==> config.mk <==
export PLATFORM = sky130hd
export DESIGN_NAME = calc_arbiter
export DESIGN_NICKNAME = d
export VERILOG_FILES = /design/src/rtl/calc_arbiter.sv
export SDC_FILE = /design/constraint.sdc
export NUM_CORES = 1
export LEC_CHECK = 0
export CELL_PAD_IN_SITES_DETAIL_PLACEMENT = 1
export CELL_PAD_IN_SITES_GLOBAL_PLACEMENT = 1
export CORE_MARGIN = 1.5
export CORE_UTILIZATION = 42
export DETAILED_ROUTE_END_ITERATION = 7
export DONT_BUFFER_PORTS = 1
export HOLD_SLACK_MARGIN = 0.06
export PLACE_DENSITY = 0.81
export RECOVER_POWER = 25
export SLEW_MARGIN = 5
export SYNTH_ARGS = -nofsm -noshare
export SYNTH_HDL_FRONTEND = slang
export SYNTH_SLANG_ARGS = --single-unit
==> constraint.sdc <==
create_clock -name clk -period 1.5 [get_ports clk]
set_input_delay 0.45 -clock clk [delete_from_list [all_inputs] [get_ports clk]]
set_output_delay 0.45 -clock clk [all_outputs]
set_load 0.01 [all_outputs]
==> src/rtl/calc_arbiter.sv <==
// calc_arbiter: round-robin arbiter sharing one calculator between two
// requesters. Latches the winner's opcode/operands, pulses go, waits for
// done_calc (bounded by a watchdog) and returns the result with an ack.
module calc_arbiter #(
  parameter int DW      = 4,
  parameter int TIMEOUT = 15
) (
  input  logic          clk,
  input  logic          rst_n,
  input  logic          req0,
  input  logic [1:0]    op0,
  input  logic [DW-1:0] a0,
  input  logic [DW-1:0] b0,
  input  logic          req1,
  input  logic [1:0]    op1,
  input  logic [DW-1:0] a1,
  input  logic [DW-1:0] b1,
  output logic          gnt0,
  output logic          gnt1,
  output logic          ack0,
  output logic          ack1,
  output logic [DW-1:0] res_out,
  output logic          err,
  output logic          go,
  output logic [1:0]    op,
  output logic [DW-1:0] in_a,
  output logic [DW-1:0] in_b,
  input  logic          done_calc,
  input  logic [DW-1:0] result,
  output logic          busy
);

  localparam int CW = $clog2(TIMEOUT);
  localparam logic [CW-1:0] CNT_LAST = CW'(TIMEOUT - 1);

  typedef enum logic [1:0] {IDLE, ISSUE, WAIT, RESP} state_t;

  state_t        state_q, state_d;
  logic          last_q, last_d;
  logic [CW-1:0] cnt_q, cnt_d;
  logic          gnt0_q, gnt0_d, gnt1_q, gnt1_d;
  logic          ack0_q, ack0_d, ack1_q, ack1_d;
  logic [DW-1:0] res_q, res_d;
  logic          err_q, err_d;
  logic          go_q, go_d;
  logic [1:0]    op_q, op_d;
  logic [DW-1:0] a_q, a_d, b_q, b_d;
  logic          pick1;

  // Next-state and next-output logic; outputs are computed one cycle ahead
  // so every port below is driven straight from a register.
  always_comb begin
    state_d = state_q;
    last_d  = last_q;
    cnt_d   = cnt_q;
    gnt0_d  = gnt0_q;
    gnt1_d  = gnt1_q;
    ack0_d  = 1'b0;
    ack1_d  = 1'b0;
    res_d   = res_q;
    err_d   = err_q;
    go_d    = 1'b0;
    op_d    = op_q;
    a_d     = a_q;
    b_d     = b_q;
    // Requester 1 wins when alone, or on a tie when requester 0 went last.
    pick1   = req1 & (~req0 | ~last_q);
    case (state_q)
      IDLE: begin
        if (req0 | req1) begin
          gnt0_d  = ~pick1;
          gnt1_d  = pick1;
          last_d  = pick1;
          op_d    = pick1 ? op1 : op0;
          a_d     = pick1 ? a1  : a0;
          b_d     = pick1 ? b1  : b0;
          go_d    = 1'b1;
          res_d   = '0;
          err_d   = 1'b0;
          state_d = ISSUE;
        end
      end
      ISSUE: begin
        cnt_d   = '0;
        state_d = WAIT;
      end
      WAIT: begin
        cnt_d = cnt_q + CW'(1);
        if (done_calc) begin
          res_d   = result;
          err_d   = 1'b0;
          ack0_d  = gnt0_q;
          ack1_d  = gnt1_q;
          state_d = RESP;
        end else if (cnt_q == CNT_LAST) begin
          res_d   = '0;
          err_d   = 1'b1;
          ack0_d  = gnt0_q;
          ack1_d  = gnt1_q;
          state_d = RESP;
        end
      end
      RESP: begin
        gnt0_d  = 1'b0;
        gnt1_d  = 1'b0;
        res_d   = '0;
        err_d   = 1'b0;
        state_d = IDLE;
      end
      default: state_d = IDLE;
    endcase
  end

  // State and output registers; reset abandons any operation in flight.
  always_ff @(posedge clk or negedge rst_n) begin
    if (!rst_n) begin
      state_q <= IDLE;
      last_q  <= 1'b1;
      cnt_q   <= '0;
      gnt0_q  <= 1'b0;
      gnt1_q  <= 1'b0;
      ack0_q  <= 1'b0;
      ack1_q  <= 1'b0;
      res_q   <= '0;
      err_q   <= 1'b0;
      go_q    <= 1'b0;
      op_q    <= '0;
      a_q     <= '0;
      b_q     <= '0;
    end else begin
      state_q <= state_d;
      last_q  <= last_d;
      cnt_q   <= cnt_d;
      gnt0_q  <= gnt0_d;
      gnt1_q  <= gnt1_d;
      ack0_q  <= ack0_d;
      ack1_q  <= ack1_d;
      res_q   <= res_d;
      err_q   <= err_d;
      go_q    <= go_d;
      op_q    <= op_d;
      a_q     <= a_d;
      b_q     <= b_d;
    end
  end

  assign gnt0    = gnt0_q;
  assign gnt1    = gnt1_q;
  assign ack0    = ack0_q;
  assign ack1    = ack1_q;
  assign res_out = res_q;
  assign err     = err_q;
  assign go      = go_q;
  assign op      = op_q;
  assign in_a    = a_q;
  assign in_b    = b_q;
  assign busy    = (state_q != IDLE);

endmodule

==> results, run 1 <==
- The final reports fail on negative setup slack.
- The total global routing track utilization is 19.3%.
- Setup violations remaining at the end of the flow were counted as 5.
- Buffers inserted during clock tree synthesis total 3.
- The final critical path takes up 105% of the cycle.
- The fmax is 635 MHz.
- The cell sitting at the root of the clock tree is a clkbuf_4.
- The startpoint-to-endpoint class of the critical path is register to output port.
- In this run the vertical extent of the chip is 59.5 um.
- The cell with the most instances after synthesis is dfrtp_1.
- The number of placement rows is 20.
- The TritonCTS clock tree is built.
- After detailed routing, the number of vias per cell comes to 5.56.
- The biggest area contributor in the post-synthesis netlist is dfrtp_1.
- After synthesis, the share of flip-flops with an asynchronous set or reset is 100%.
- The number of nets produced by synthesis is 154.
- The first routing iteration left 44 violations.
- The layout overhead on the synthesized area is 18.1%.
- Port buffering added 0 buffers.
- The initial antenna violation count is 0.
- The initial cell density of the core is 43.9%.
- At the placement stage, the worst setup path has a slack of -0.0338 ns.
- After synthesis the cells add up to 1340 um2.
- The minimum period implied by the final worst setup slack is 1.57 ns.
- At the worst endpoint, the required time is 1.05 ns.
- The clock passes through at most 2 buffers.
- Across the run, the number of max-cap violations was 0.
- The area of the die is 3540 um2.
- Setup repair after global routing could not meet its margin everywhere.
- The type of element launching the critical path is a register.
- Synthesis handed over a netlist of 119 instances.
- The iteration count of the initial detailed-routing pass is 4.
- The pin count of the biggest net entering global routing is 28.
- On the final layout, the worst clock skew is 0.00204 ns.
- Clock-pin slew was measured on the worst setup and hold paths at 0.14 ns.
- The clock drives 27 sinks.
- The final hold violation count is 0.
- The post-detailed-route DRC marker count is 0.
- The clock latency reported for the late side of the worst-skew pair is 0.33 ns.
- The launching element of the worst setup path is state_q[1]$_DFFE_PN0P_.
- The count of unique library cells instantiated by Yosys is 32.
- The final cell area excluding filler cells is 1580 um2.
- The worst path arrival time is 1.12 ns.
- Once detail routing completed, the nets flagged for antenna violations numbered 0.
- The portion of synthesized cell area occupied by the leading cell type is 48.6%.
- The post-route worst hold slack is 0.175 ns.
- The number of antenna diodes in the final layout is 0.
- Once routing completed, OpenROAD measured the worst setup slack at -0.0738 ns.
- The final route contains 989 vias.
- The number of enable flip-flop cells after synthesis is 0.
- The Yosys step of the flow raised 0 warnings.
- In the synthesized netlist, the cells that appear most often are dfrtp_1, mux2i_1, nand2_1.
- The max-slew violation count is 0.
- CTS built an H-tree with a depth of 1.
- The power density normalized to cell area is 1910 nW/um2.
- The first-pass GRT wire length is 4.99 mm.
- The placed instances occupy a cell area of 1430 um2.
- Summed over all layers, the routed wires come to 3.17 mm.
- The fraction of layout instances using a drive strength above 1 is 28.4%.
- The type of element capturing the critical path is an output port.
- For the pin with the worst max-slew slack, the measured transition is 0.669 ns.
- The flow ran to the end, but the final reports show violations.
- Summed over all failing endpoints, the final setup total negative slack is -0.127 ns.
- In the final design database the tool counted 170 nets.
- The multi-input combinational cell area is 647 um2.
- By area the synthesized netlist is led by dfrtp_1, mux2i_1, ha_1.
- VDD sags by at most 745 uV.
- The final weighted congestion in routability-driven placement is 0.698.
- The mean instance size in the synthesized netlist is 11.3 um2.
- In this run the count of I/O pins placed on the die edge is 50.
- The part of the Yosys area used for sequential elements is 50.6%.
- The startpoint of the most critical hold path is req0.
- The final HPWL from detailed placement is 2.19 mm.
- Along the worst path, the maximum fanout reaches 4.
- The worst hold path belongs to the class input pin to register.
- The reg-to-reg critical path startpoint is state_q[1]$_DFFE_PN0P_.
- The total of flip-flops plus latches after synthesis is 27.
- For this run the aggregate overflow at the end of global routing stands at 0.
- The worst slew slack as a fraction of its limit is 55.4%.
- The number of global-route vias before repair is 1073.
- The die span in x is 59.5 um.
- After filler insertion, the fill cell instance count of the layout stands at 331.
- The core region is 3050 um2.
- The detail-routed net length per standard cell is 17.8 um.
- The prevailing post-synth register cell is dfrtp_1.
- The sequential cells in the finished layout cover a total of 677 um2.
- Summed over all cells, the static leakage comes to 0.755 nW.
flip-flops by register name, indices dropped and copies added, names as in the netlist, 2 cells and up:
register  cells
res_out       4
in_a          4
op            2
in_b          4
cnt_q         4
state_q       2
kinds of logic (layout without fill, tap and decap cells):
| group | Yosys count | after routing | synth area share (%) |
|---|---|---|---|
| flip-flops | 27 | 27 | 50.6 |
| AO/OA/AOI/OAI | 33 | 33 | 18.5 |
| multiplexers | 12 | 12 | 8.97 |
| AND/OR/NAND/NOR | 28 | 28 | 11.5 |
| buffers and inverters | 13 | 28 | 4.86 |
| adder cells (fa/ha/maj) | 6 | 6 | 5.61 |
report_power, final:
group / switching, mW / internal, mW
logic: 0.707 / 0.688
clock network: 0.212 / 0.104
registers: 0.304 / 1.01
critical path, stage by stage, from the launching register on:
cell and delay, ns:
dfrtp_1 0.40, inv_2 0.06, ha_4 0.16, buf_6 0.12, inv_6 0.06
metrics by stage:
| step | total power [mW] | utilization (%) | cells |
|---|---|---|---|
| finish | 3.02 | 51.8 | 178 |
| global route | 3.27 | 51.8 | 178 |
| CTS | 2.97 | 50.7 | 176 |
| detailed placement | 2.46 | 46.9 | 166 |
| global placement | 2.35 | 46.9 | 166 |
| floorplan | 2.13 | - | 119 |
final cells by class:
| cell class | count | share of cell area (%) |
|---|---|---|
| multi-input cells | 79 | 40.9 |
| well taps | 44 | 3.48 |
| flip-flops and latches | 27 | 42.8 |
| clock buffers | 4 | 1.66 |
| repair buffers | 15 | 8.70 |
| inverters | 9 | 2.45 |
layer usage:
metal / global-route usage [%] / vias to the layer above / share of wire [%]
met5: 0 / - / 0
met4: 8.44 / 0 / 1.5
met3: 4.59 / 4 / 6.7
met2: 35.9 / 42 / 54
met1: 20.4 / 488 / 37
li1: - / 455 / -
worst paths after layout:
check	cells after the start	endpoint	slack, ns
worst max-delay path	4	busy	-0.07
worst min-delay path	1	last_q$_DFFE_PN1P_	0.18
worst max register to register	5	res_out[3]$_DFFE_PN0P_	-0.02
worst min register to register	2	in_b[2]$_DFFE_PN0P_	0.57
max in group asynchronous	2	in_a[3]$_DFFE_PN0P_	0.38
min in group asynchronous	2	in_a[2]$_DFFE_PN0P_	0.70
cell usage in the layout (no fill, tap or decap), drive strengths merged:
master | netlist | routed
mux2i | 12 | 12
and3 | 1 | 1
a211o | 1 | 1
a31oi | 1 | 1
o211a | 2 | 2
dfstp | 1 | 1
ha | 6 | 6
a22o | 5 | 5
a32oi | 1 | 1
o32a | 1 | 1
nor2 | 1 | 1
nand3b | 1 | 1
and4bb | 1 | 1
inv | 9 | 9
a21boi | 1 | 1
a2bb2oi | 1 | 1
dlygate4sd3 | 0 | 1
nor2b | 1 | 1
o221ai | 1 | 1
clkbuf | 1 | 6
nor3b | 1 | 1
nand3 | 6 | 6
buf | 3 | 12
nand2 | 12 | 12
nor3 | 1 | 1
a21oi | 3 | 3
nand2b | 3 | 3
o22a | 1 | 1
dfrtp | 26 | 26
o21ai | 15 | 15
repair_timing:
item / in CTS / in global routing
cloned: 0 / 1
buffers inserted: 4 / 1
endpoints found under the setup margin: 6 / 15
pin swaps: 5 / 2
hold endpoints to repair: 27 / 0
resized for setup: 9 / 7
hold buffers: 2 / 0
Note: power is estimated with default switching activity, not from simulation.
==> run 2: changes to the inputs <==
--- a/config.mk
+++ b/config.mk
@@ -12,7 +12,7 @@
 export DETAILED_ROUTE_END_ITERATION = 7
 export DONT_BUFFER_PORTS = 1
 export HOLD_SLACK_MARGIN = 0.06
-export PLACE_DENSITY = 0.81
+export PLACE_DENSITY_LB_ADDON = 0.25
 export RECOVER_POWER = 25
 export SLEW_MARGIN = 5
 export SYNTH_ARGS = -nofsm -noshare
==> run 2 against run 1 <==
Against the previous run: the flow still finishes with violations (negative setup slack); non-clock buffer count is 2 lower; global-route usage is 0.69 points lower; hold slack better by 0.00099 ns; sequential power hardly changed; critical path depth stayed put; final area is 1.3% lower; sequential cell count stayed put; utilization is 0.66 points lower; die area stayed put; wire length is 4.0% lower; critical path type unchanged; largest cell class unchanged; highest routed layer unchanged.
==> results, run 2 (same netlist as run 1, synthesis figures left out) <==
- The maximum clock skew at final layout is 0.00489 ns.
- The slowest stage of the critical path belongs to the cell dfrtp_1.
- The final HPWL from detailed placement is 2.09 mm.
- For the pin with the worst max-slew slack, the measured transition is 0.653 ns.
- The max-slew violation count is 0.
- From left edge to right edge, the die measures 59.5 um.
- The minimum period implied by the final worst setup slack is 1.60 ns.
- The type of element launching the critical path is a register.
- The switching power total is 1.23 mW.
- The final weighted congestion in routability-driven placement is 0.672.
- Entering global routing, the biggest net connects 28 pins.
- For this run, the top clock speed supported by timing is 626 MHz.
- The routed layout has 947 vias.
- The initial antenna violation count is 0.
- Once detail routing completed, the nets flagged for antenna violations numbered 0.
- The largest stage delay on the critical path is 0.41 ns.
- The number of max-cap violations is 0.
- The post-route setup TNS is -0.328 ns.
- Measured on the finished design, the core utilization comes to 51.1%.
- The share of total power dissipated in sequential elements is 43.3%.
- The detailed-route vias per instance is 5.38.
- The floorplan has 20 rows.
- The count of final setup violators is 5.
- The number of I/O pins is 50.
- The number of global-route vias before repair is 1056.
- The worst path arrival time is 1.15 ns.
- Of all nets on the critical path, the largest fanout is 4.
- The checks that failed: negative setup slack.
- Internal power comes to 1.79 mW.
- The quantity of I/O buffers inserted on ports is 0.
- The post-detailed-route DRC marker count is 0.
- Clock-pin slew was measured on the worst setup and hold paths at 0.14 ns.
- TritonCTS built the clock tree.
- In the layout the commonest cells are dfrtp_1, mux2i_1, nand2_1.
- Setup repair after global routing could not meet its margin everywhere.
- The root buffer cell chosen for the clock tree is clkbuf_4.
- The flow ran to the end, but the final reports show violations.
- No sink is reached through more buffers than the 2 on the longest clock path.
- In the global route stage, overall resource usage came out at 18.7%.
- The die covers 3540 um2.
- The first routing iteration left 33 violations.
- The type of the most critical hold path is input pin to register.
- STA classifies the critical path endpoint as an output port.
- Clock latency on the worst-skew pair, taken at its later pin, is 0.32 ns.
- The post-route fraction of the period consumed by the critical path is 106%.
- Leaving out fill and tap cells, the most frequent cell in the layout is dfrtp_1.
- VDD sags by at most 711 uV.
- The number of sinks driven by the clock tree is 27.
- Combinational cells account for 46.4% of the total power.
- The switching part of the total is 40.7%.
- The leakage power is 0.743 nW.
- In this run the vertical extent of the chip is 59.5 um.
- From synthesis to final layout, the design area changed by 16.6%.
- The layout filler cell count is 331.
- The part of the total power dissipated in the clock network is 10.4%.
- The post-route netlist has 26.5% of its cells at a drive strength greater than 1.
- The iteration count of the initial detailed-routing pass is 4.
- The power density normalized to cell area is 1930 nW/um2.
- The detail-routed net length per standard cell is 17.3 um.
- Once the floorplan was initialized, standard cells occupied 43.9% of the core.
- The data required time of the worst path is 1.05 ns.
- Traced cell by cell, the critical path runs through inv_2, ha_4, buf_6, inv_6.
- The final hold violation count is 0.
- The startpoint-to-endpoint class of the critical path is register to output port.
- Summed over all layers, the global routing overflow is 0.
- For this block, the routed nets add up to 3.04 mm of wire.
- TritonCTS created 3 clock buffers.
- The total area inside the core boundary comes to 3050 um2.
- Once routing completed, OpenROAD measured the worst setup slack at -0.0972 ns.
- The number of nets in the layout is 168.
- The number of levels the H-tree was split into is 1.
- The sum of internal, switching and leakage power is 3.02 mW.
- In this run the tightest slew margin relative to its limit is 56.5%.
- The first global-routing pass estimated 4.82 mm of wire.
- 0 antenna diodes ended up in the layout.
run 2: worst max-delay path: cells and delay by family, from the launching register on:
kind / cells / cell delay [ns]
DFF: 1 / 0.41
buffers and inverters: 3 / 0.25
adders and majority gates: 1 / 0.16
run 2: layer usage:
metal,share of wire [%],track usage [%],vias up
met5,0,0,-
met4,2.4,10.1,0
met1,38,19.0,451
met3,6.3,3.71,6
met2,53,35.0,35
li1,-,-,455
run 2: layout make-up:
| type | count | area [um2] | share of cell area, % |
|---|---|---|---|
| Clock buffer | 3 | 22.5 | 1.44 |
| Multi-Input combinational cell | 79 | 649 | 41.6 |
| Tap cell | 44 | 55.1 | 3.53 |
| Sequential cell | 27 | 677 | 43.3 |
| Timing Repair Buffer | 13 | 114 | 7.29 |
| Inverter | 9 | 38.8 | 2.48 |
| Clock inverter | 1 | 5.00 | 0.321 |
run 2: metrics by stage:
step / hold slack (ns) / instance area [um2] / setup WS, ns / std cells
floorplan: 0.154 / 1340 / 0.00505 / 119
global placement: 0.155 / 1420 / 0.0595 / 164
detailed placement: 0.155 / 1420 / -0.00493 / 164
CTS: 0.166 / 1550 / -0.0734 / 175
global route: 0.166 / 1560 / -0.146 / 176
finish: 0.176 / 1560 / -0.0972 / 176
run 2: path summary, 6_finish.rpt:
kind | slack [ns] | cells past startpoint | endpoint | startpoint
worst max-delay path | -0.1 | 4 | busy | state_q[0]$_DFFE_PN0P_
min in group asynchronous | 0.67 | 2 | in_b[3]$_DFFE_PN0P_ | rst_n
max in group asynchronous | 0.42 | 2 | in_b[1]$_DFFE_PN0P_ | rst_n
worst min register to register | 0.56 | 2 | last_q$_DFFE_PN1P_ | last_q$_DFFE_PN1P_
worst max register to register | -0.06 | 6 | res_out[2]$_DFFE_PN0P_ | state_q[0]$_DFFE_PN0P_
worst min-delay path | 0.18 | 1 | last_q$_DFFE_PN1P_ | req0
run 2: timing repair:
item | CTS | global route
endpoints found under the hold margin | 27 | 0
resized for setup | 9 | 4
pin swaps | 6 | 2
endpoints found under the setup margin | 5 | 6
buffers inserted | 5 | 1
hold buffers | 2 | 0
run 2: power groups by stage:
stage	combinational [mW]	sequential [mW]	clock (mW)
6_report	1.40	1.31	0.313
5_1_grt	1.55	1.35	0.360
2_1_floorplan	0.860	1.27	0
3_3_place_gp	1.03	1.31	0
4_1_cts	1.33	1.30	0.331
3_5_place_dp	1.08	1.33	0
==> run 3: changes to the inputs <==
--- a/config.mk
+++ b/config.mk
@@ -8,7 +8,7 @@
 export CELL_PAD_IN_SITES_DETAIL_PLACEMENT = 1
 export CELL_PAD_IN_SITES_GLOBAL_PLACEMENT = 1
 export CORE_MARGIN = 1.5
-export CORE_UTILIZATION = 42
+export CORE_UTILIZATION = 47
 export DETAILED_ROUTE_END_ITERATION = 7
 export DONT_BUFFER_PORTS = 1
 export HOLD_SLACK_MARGIN = 0.06
==> constraint.sdc (replaced) <==
create_clock -name clk -period 2 [get_ports clk]
set_input_delay 0.6 -clock clk [delete_from_list [all_inputs] [get_ports clk]]
set_output_delay 0.6 -clock clk [all_outputs]
set_load 0.01 [all_outputs]
==> run 3 against run 2 <==
Against the previous run: the flow now finishes without violations; sequential cell count unchanged; cell count decreased by 13%; utilization increased by 0.29 points; critical endpoint unchanged.
==> results, run 3 (same netlist as run 1, synthesis figures left out) <==
- The number of sinks driven by the clock tree is 27.
- The clock buffer count from CTS is 3.
- The TritonCTS clock tree is built.
- The floorplan step defined a die boundary enclosing 3180 um2.
- The type of element launching the critical path is a register.
- The design draws 1.97 mW.
- After routing the design area is 1410 um2.
- The maximum VDD drop is 775 uV.
- The quantity of I/O buffers inserted on ports is 0.
- Clock-pin slew was measured on the worst setup and hold paths at 0.15 ns.
- The post-route worst hold slack is 0.100 ns.
- Setup repair after global routing left no endpoint under its margin.
- After layout, the minimum clock period comes to 1.86 ns.
- Of the available clock period, the critical path in the final layout requires 93.0%.
- Clock tree synthesis selected as its root buffer the cell clkbuf_4.
- The detailed-route vias per instance is 5.95.
- Summed over all layers, the routed wires come to 2.62 mm.
- Entering global routing, the biggest net connects 27 pins.
- The core area is 2730 um2.
- CTS built an H-tree with a depth of 1.
- The clock passes through at most 2 buffers.
- The total global routing track utilization is 17.8%.
- The fraction of layout instances using a drive strength above 1 is 13.8%.
- The total vias in the final route is 916.
- The post-route setup TNS is 0 ns.
- The final hold violation count is 0.
- The final weighted congestion in routability-driven placement is 0.722.
- Compared with the post-synthesis result, the final layout area differs by 5.05%.
- Between clock sinks in the finished design, the worst skew comes to 0.0135 ns.
- The first routing iteration left 24 violations.
- At the worst endpoint, the required time is 1.40 ns.
- In this run the worst hold path is classified as input pin to asynchronous set/reset pin.
- The transition time at the pin with the least slew margin is 0.638 ns.
- For the worst-skew pair, the clock arrives at the later sink with an insertion delay of 0.33 ns.
- The die outline height is 56.4 um.
- The antenna diode count is 0.
- After the last flow step, the layout net total stands at 159.
- The power density normalized to cell area is 1400 nW/um2.
- The worst path setup slack after routing is 0.141 ns.
- The top cell types in the final layout, fill and taps aside, are dfrtp_1, mux2i_1, nand2_1.
- The type of element capturing the critical path is an output port.
- The detail-routed net length per standard cell is 17.0 um.
- The initial antenna violation count is 0.
- The number of I/O pins is 50.
- Prior to clock tree synthesis, the placed netlist has a worst setup slack of 0.293 ns.
- Once detail routing completed, the nets flagged for antenna violations numbered 0.
- The worst path arrival time is 1.26 ns.
- The count of final setup violators is 0.
- The die span in x is 56.4 um.
- The post-detailed-route DRC marker count is 0.
- By startpoint and endpoint, the worst setup path is classified as register to output port.
- The remaining global-route overflow is 0.
- The filler cells instantiated in the layout total 304.
- The worst slew slack as a fraction of its limit is 57.4%.
- Before antenna repair, the detailed router went through 2 iterations.
- The leakage power is 0.688 nW.
- Row generation in the floorplan step produced 19 rows.
- The first-pass GRT wire length is 4.47 mm.
- The number of max-cap violations is 0.
- In this run the post-CTS setup repair buffer count came out at 0.
- The final HPWL from detailed placement is 1.93 mm.
- The leading cell type in the layout, fill and taps excluded is dfrtp_1.
- The fmax is 538 MHz.
- The placed instances occupy a cell area of 1360 um2.
- The number of global-route vias before repair is 911.
- The initial cell density of the core is 49.0%.
- The max-slew violation count is 0.
- The largest fanout on the critical path is 7.
- The run finished with clean final reports.
## run 3: changes by cell type in the layout (fill, tap and decap cells not counted), sizes merged
cell	previous run	this run
buf	11	2
## run 3: timing repair
action | 4_1_cts | 5_1_grt
hold endpoints to repair | 26 | 0
hold buffers | 2 | 0
setup endpoints to repair | 0 | 1
resized for setup | 0 | 1
## run 3: worst max-delay path, stage by stage (launching register included)
cell,delay [ns]
dfrtp_1,0.44
inv_1,0.10
ha_2,0.25
inv_1,0.14
## run 3: path summary, 6_finish.rpt
check | start | to | slack (ns) | cells past startpoint
worst max-delay path | state_q[0]$_DFFE_PN0P_ | busy | 0.14 | 3
worst min register to register | in_b[0]$_DFFE_PN0P_ | in_b[0]$_DFFE_PN0P_ | 0.57 | 2
min in group clk | req0 | last_q$_DFFE_PN1P_ | 0.34 | 1
max in group asynchronous | rst_n | in_a[0]$_DFFE_PN0P_ | 0.76 | 2
worst max register to register | state_q[0]$_DFFE_PN0P_ | res_out[3]$_DFFE_PN0P_ | 0.28 | 5
worst min-delay path | rst_n | last_q$_DFFE_PN1P_ | 0.10 | 0
## run 3: through the flow
stage | util (%) | instances
2_1_floorplan | - | 119
3_3_place_gp | 49.8 | 148
3_5_place_dp | 49.8 | 148
4_1_cts | 51.9 | 154
5_1_grt | 51.4 | 154
6_report | 51.4 | 154
## run 3: power by group
| group | switching [mW] | internal [mW] |
|---|---|---|
| registers | 0.224 | 0.754 |
| clock network | 0.160 | 0.0751 |
| logic | 0.438 | 0.324 |
## run 3: metal layers
metal  vias up  track usage (%)  share of wire [%]
met5         -                0                  0
met4         0             4.42                1.6
met3         6             5.07                6.6
met2        31             27.7                 48
met1       444             24.5                 44
li1        435                -                  -
## run 3: final cells by class
| cell class | instances | area [um2] | share of cell area (%) |
|---|---|---|---|
| clock buffers | 3 | 22.5 | 1.60 |
| clock inverters | 1 | 5.00 | 0.356 |
| inverters | 9 | 33.8 | 2.40 |
| multi-input cells | 79 | 599 | 42.6 |
| flip-flops and latches | 27 | 677 | 48.1 |
| well taps | 31 | 38.8 | 2.76 |
| repair buffers | 4 | 30.0 | 2.14 |
